--- config.mk ---
export PLATFORM = sky130hd
export DESIGN_NAME = flag_int_ctrl
export DESIGN_NICKNAME = d
export VERILOG_FILES = /design/src/rtl/mcu_pkg.sv /design/src/rtl/int_req_latch.sv /design/src/rtl/flag_int_ctrl.sv
export SDC_FILE = /design/constraint.sdc
export NUM_CORES = 1
export LEC_CHECK = 0
export ABC_AREA = 0
export BUFFER_PORTS_ARGS = -buffer_cell sky130_fd_sc_hd__buf_2
export CAP_MARGIN = 20
export CORE_AREA = 2 2 39 41
export DETAILED_ROUTE_END_ITERATION = 16
export DIE_AREA = 0 0 41 43
export SYNTH_ARGS = -nofsm -noshare
export SYNTH_HDL_FRONTEND = slang
export SYNTH_SLANG_ARGS = --single-unit
--- constraint.sdc ---
create_clock -name CLK -period 1.9 [get_ports CLK]
set_input_delay 0.38 -clock CLK [delete_from_list [all_inputs] [get_ports CLK]]
set_output_delay 0.38 -clock CLK [all_outputs]
set_load 0.01 [all_outputs]
--- src/rtl/mcu_pkg.sv ---
// Shared MCU datapath types: flag load source select and interrupt FSM states.
package mcu_pkg;

  typedef enum logic {
    FLG_SRC_ALU  = 1'b0,
    FLG_SRC_SHAD = 1'b1
  } flag_src_t;

  typedef enum logic {
    INT_NORMAL = 1'b0,
    INT_ISR    = 1'b1
  } int_state_t;

endpackage

--- src/rtl/int_req_latch.sv ---
// Interrupt request latch: optional rising-edge detect on INT_REQ plus the
// pending flag, which INT_TAKEN clears with priority over a new request.
module int_req_latch #(
  parameter bit INT_EDGE = 1'b1
) (
  input  logic clk,
  input  logic rst,
  input  logic int_req,
  input  logic int_taken,
  output logic int_pend
);

  logic req_q;
  logic req_set;

  // Previous-cycle request sample for edge detection
  always_ff @(posedge clk or posedge rst) begin
    if (rst) begin
      req_q <= 1'b0;
    end else begin
      req_q <= int_req;
    end
  end

  always_comb begin
    req_set = 1'b0;
    if (INT_EDGE) begin
      req_set = int_req & ~req_q;
    end else begin
      req_set = int_req;
    end
  end

  // Requests stay latched regardless of masking or ISR state
  always_ff @(posedge clk or posedge rst) begin
    if (rst) begin
      int_pend <= 1'b0;
    end else if (int_taken) begin
      int_pend <= 1'b0;
    end else if (req_set) begin
      int_pend <= 1'b1;
    end
  end

endmodule

--- src/rtl/flag_int_ctrl.sv ---
// C/Z/I flag registers with shadow copies, flag-write arbitration and the
// NORMAL/ISR interrupt state that gates INT_REQ into the INT_OUT strobe.
module flag_int_ctrl
  import mcu_pkg::*;
#(
  parameter bit INT_EDGE = 1'b1
) (
  input  logic CLK,
  input  logic RST,
  input  logic ALU_C,
  input  logic ALU_Z,
  input  logic FLG_C_LD,
  input  logic FLG_Z_LD,
  input  logic FLG_C_SET,
  input  logic FLG_C_CLR,
  input  logic FLG_LD_SEL,
  input  logic FLG_SHAD_LD,
  input  logic I_SET,
  input  logic I_CLR,
  input  logic INT_REQ,
  input  logic INT_TAKEN,
  input  logic RETI,
  output logic C_FLAG,
  output logic Z_FLAG,
  output logic SHAD_C,
  output logic SHAD_Z,
  output logic I_FLAG,
  output logic INT_PEND,
  output logic IN_ISR,
  output logic INT_OUT
);

  int_state_t state;
  flag_src_t  ld_src;
  logic       c_ld_val;
  logic       z_ld_val;
  logic       shad_cap;

  // Load-source mux; a nested INT_TAKEN must not clobber the saved flags
  always_comb begin
    ld_src   = flag_src_t'(FLG_LD_SEL);
    c_ld_val = (ld_src == FLG_SRC_SHAD) ? SHAD_C : ALU_C;
    z_ld_val = (ld_src == FLG_SRC_SHAD) ? SHAD_Z : ALU_Z;
    shad_cap = FLG_SHAD_LD | (INT_TAKEN & (state == INT_NORMAL));
  end

  always_ff @(posedge CLK or posedge RST) begin
    if (RST) begin
      C_FLAG <= 1'b0;
      Z_FLAG <= 1'b0;
      SHAD_C <= 1'b0;
      SHAD_Z <= 1'b0;
      I_FLAG <= 1'b0;
    end else begin
      if (FLG_C_CLR) begin
        C_FLAG <= 1'b0;
      end else if (FLG_C_SET) begin
        C_FLAG <= 1'b1;
      end else if (FLG_C_LD) begin
        C_FLAG <= c_ld_val;
      end

      if (FLG_Z_LD) begin
        Z_FLAG <= z_ld_val;
      end

      // Shadow takes pre-edge flags, so restore+capture in one cycle swaps
      if (shad_cap) begin
        SHAD_C <= C_FLAG;
        SHAD_Z <= Z_FLAG;
      end

      if (INT_TAKEN) begin
        I_FLAG <= 1'b0;
      end else if (I_CLR) begin
        I_FLAG <= 1'b0;
      end else if (I_SET) begin
        I_FLAG <= 1'b1;
      end
    end
  end

  // Interrupt state; IN_ISR is registered alongside the state
  always_ff @(posedge CLK or posedge RST) begin
    if (RST) begin
      state  <= INT_NORMAL;
      IN_ISR <= 1'b0;
    end else begin
      case (state)
        INT_NORMAL: begin
          if (INT_TAKEN) begin
            state  <= INT_ISR;
            IN_ISR <= 1'b1;
          end
        end
        INT_ISR: begin
          if (RETI) begin
            state  <= INT_NORMAL;
            IN_ISR <= 1'b0;
          end
        end
        default: begin
          state  <= INT_NORMAL;
          IN_ISR <= 1'b0;
        end
      endcase
    end
  end

  int_req_latch #(
    .INT_EDGE (INT_EDGE)
  ) u_int_req_latch (
    .clk       (CLK),
    .rst       (RST),
    .int_req   (INT_REQ),
    .int_taken (INT_TAKEN),
    .int_pend  (INT_PEND)
  );

  assign INT_OUT = INT_PEND & I_FLAG & ~IN_ISR;

endmodule

==> summary.md <==
| Metric | Value |
|---|---|
| Run status | `finished, final reports clean` |
| Fillcell total | `150` |
| Initial DRC count | `2` |
| Via count | `around 330` |
| Power Density | `about 900 nW/um2` |
| Worst-skew pair later-pin latency | `between 0.2 and 0.3 ns` |
| Final min period | `about 1.4 ns` |
| Final Max Tran Viols | `0` |
| Mapped cell area | `360 um2` |
| CTS Hold Bufs | `0` |
| Num CTS Buffers | `3` |
| Syn Inst Count | `32` |
| Worst Skew | `between 0.003 and 0.004 ns` |
| Fin nets | `74` |
| Family with the most delay on the worst path | `flip-flops` |
| Setup WS post-layout | `roughly 0.54 ns` |
| Total Wirelength | `a little over 700 um` |
| First-pass GRT wire length | `~1.1 mm` |
| Top Ports | `23` |
| Syn. warnings | `0` |
| H-tree Lvls | `1` |
| Area of the die | `approximately 1800 um2` |
| GP Congestion | `0.684` |
| Register area share after synthesis | `about 63%` |
| Critical Path RT | `between 1.5 and 2 ns` |
| R2r setup slk | `~0.83 ns` |
| Grt ovf | `0` |
| Largest net degree at the start of global routing | `10` |
| Fin crit share | `a little under three quarters` |
| Port buffer count | `22` |
| Slowest Stage Delay on Critical Path | `0.38 ns` |
| Standby leakage power | `between 0.0002 and 0.0003 uW` |
| Die W | `slightly above 40 um` |
| Critical-path top delay cell | `dfrtp_1` |
| #FFs+latches synth | `9` |
| Buf+Inv Stages, Crit Path | `2` |
| Synth Area per Inst | `approximately 11 um2` |
| Place WS | `about 0.74 ns` |
| Arr. time, crit path | `about 1 ns` |
| Clk Tree Root Cell | `clkbuf_4` |
| Resized Gates After CTS | `0` |
| VDD IR max | `~0.00045 V` |
| Post-DP HPWL | `slightly below 600 um` |
| R2R depth | `3` |
| Reg clk slew, reported paths | `0.06 ns` |
| # diodes | `0` |
| Most common cell after layout, fill and taps aside | `buf_2` |
| Max-slew headroom | `78.3%` |
| First drt pass iteration count | `2` |
| WL/cell | `9.66 um` |
| CTS sink cnt | `9` |
| Initial antenna violation count | `0` |
| Synth unique cells | `11` |
| Initial core utilization | `26.0%` |
| Share of cells above drive strength 1 | `48.3%` |
| Most frequent cells in the layout | `22 x buf_2, 9 x dfrtp_1, 5 x inv_1, 5 x nor2_1` |
| Worst setup SP type | `flop` |
| Setup repair bufs after CTS | `0` |
| Highest clock rate | `roughly 740 MHz` |
| Core Area | `between 1000 and 1500 um2` |
| Worst-margin pin slew | `0.326 ns` |
| RR Startpoint | `state` |
| HP Class | `in2async` |
| Crit path max fanout | `3` |
| Multi-input logic area | `approximately 120 um2` |
| Die Y-Extent | `between 40 and 50 um` |
| Critical path start-end classification | `reg2out` |
| Via/cell ratio | `around 4.4` |
| DRC Markers | `0` |
| Max Cap Violations | `0` |
| Post-synth net total | `between 40 and 50` |
| GRT Util Overall | `around 11%` |
| Final number of setup-violating endpoints | `0` |
| FF-to-FF End | `SHAD_Z` |
| Unrepaired setup endpoints after global routing | `no` |
| Post-route ant nets | `0` |
| Worst-path cell chain | `inv_1, and3_1, buf_2` |
| Rows | `14` |
| Area delta synth->final | `43.4%` |
| Vias in the first global route | `just under 300` |
| Longest Clk Path Bufs | `2` |
| Final Hold Fails | `0` |
| Setup tns final | `0 ns` |
| CTS tree | `done` |
| Register area | `~230 um2` |
| Worst Setup End Kind | `output pin` |
-- per-layer routing --
metal / GRT usage, % / part of all wire [%]
met5: 0 / 0
met4: 10.0 / 4.1
met3: 7.85 / 10
met2: 15.3 / 50
met1: 10.1 / 36
-- power by group --
part	switching [uW]	internal (uW)
Sequential	17.5	216
Clock	63.1	80.7
Combinational	42.8	44.0
Total	123	341
-- how the worst max path moves through the flow --
stage              start      end  slack, ns  depth (start not counted)
2_1_floorplan     IN_ISR  INT_OUT       0.85                          2
3_3_place_gp   INT_TAKEN   SHAD_C       0.77                          3
3_5_place_dp   INT_TAKEN   SHAD_C       0.74                          3
4_1_cts           IN_ISR  INT_OUT       0.52                          3
5_1_grt           IN_ISR  INT_OUT       0.48                          3
6_report          IN_ISR  INT_OUT       0.54                          3
-- sequential cells by signal (all words and copies together), names as in the netlist --
signal                    cells
state                         1
IN_ISR                        1
u_int_req_latch.int_pend      1
Z_FLAG                        1
C_FLAG                        1
SHAD_Z                        1
u_int_req_latch.req_q         1
SHAD_C                        1
I_FLAG                        1
-- cell families after synthesis --
| group | count (synthesis) | synth area share, % |
|---|---|---|
| flops | 9 | 62.5 |
| compound gates | 6 | 10.8 |
| simple gates | 8 | 9.72 |
| buf+inv | 5 | 5.21 |
| mux | 4 | 11.8 |
-- cell usage after synthesis --
| master | n | area share [%] |
|---|---|---|
| a311oi_1 | 1 | 2.4 |
| nor3_1 | 2 | 2.8 |
| and3_1 | 1 | 1.7 |
| o22ai_1 | 1 | 1.7 |
| mux2i_1 | 2 | 5.6 |
| inv_1 | 5 | 5.2 |
| nor2_1 | 5 | 5.2 |
| mux2_2 | 2 | 6.2 |
| a21oi_1 | 3 | 4.2 |
| dfrtp_1 | 9 | 63 |
| a21oi_2 | 1 | 2.4 |
-- stage by stage --
| step | instances | instance area (um2) | hold WS (ns) | util (%) | total power, uW |
|---|---|---|---|---|---|
| final | 74 | 517 | 0.0590 | 37.3 | 464 |
| after global routing | 74 | 517 | 0.0867 | 37.3 | 507 |
| after CTS | 74 | 517 | 0.0650 | 37.3 | 477 |
| after detailed placement | 70 | 490 | 0.350 | 35.4 | 327 |
| after global placement | 70 | 490 | 0.355 | 35.4 | 325 |
| after floorplan | 32 | 360 | 0.208 | - | 280 |
-- layout make-up --
type / count / share of cell area, %
clock buffer: 4 / 5.08
tap: 16 / 3.87
inverter: 5 / 3.63
timing repair buffer: 22 / 21.3
sequential: 9 / 43.6
multi-input combinational: 18 / 22.5
-- worst register-to-register path: stages (launching register included) --
cell	delay [ns]
dfrtp_1	0.38
inv_1	0.07
a21oi_2	0.17
mux2_2	0.34
Note: power is estimated with default switching activity, not from simulation.
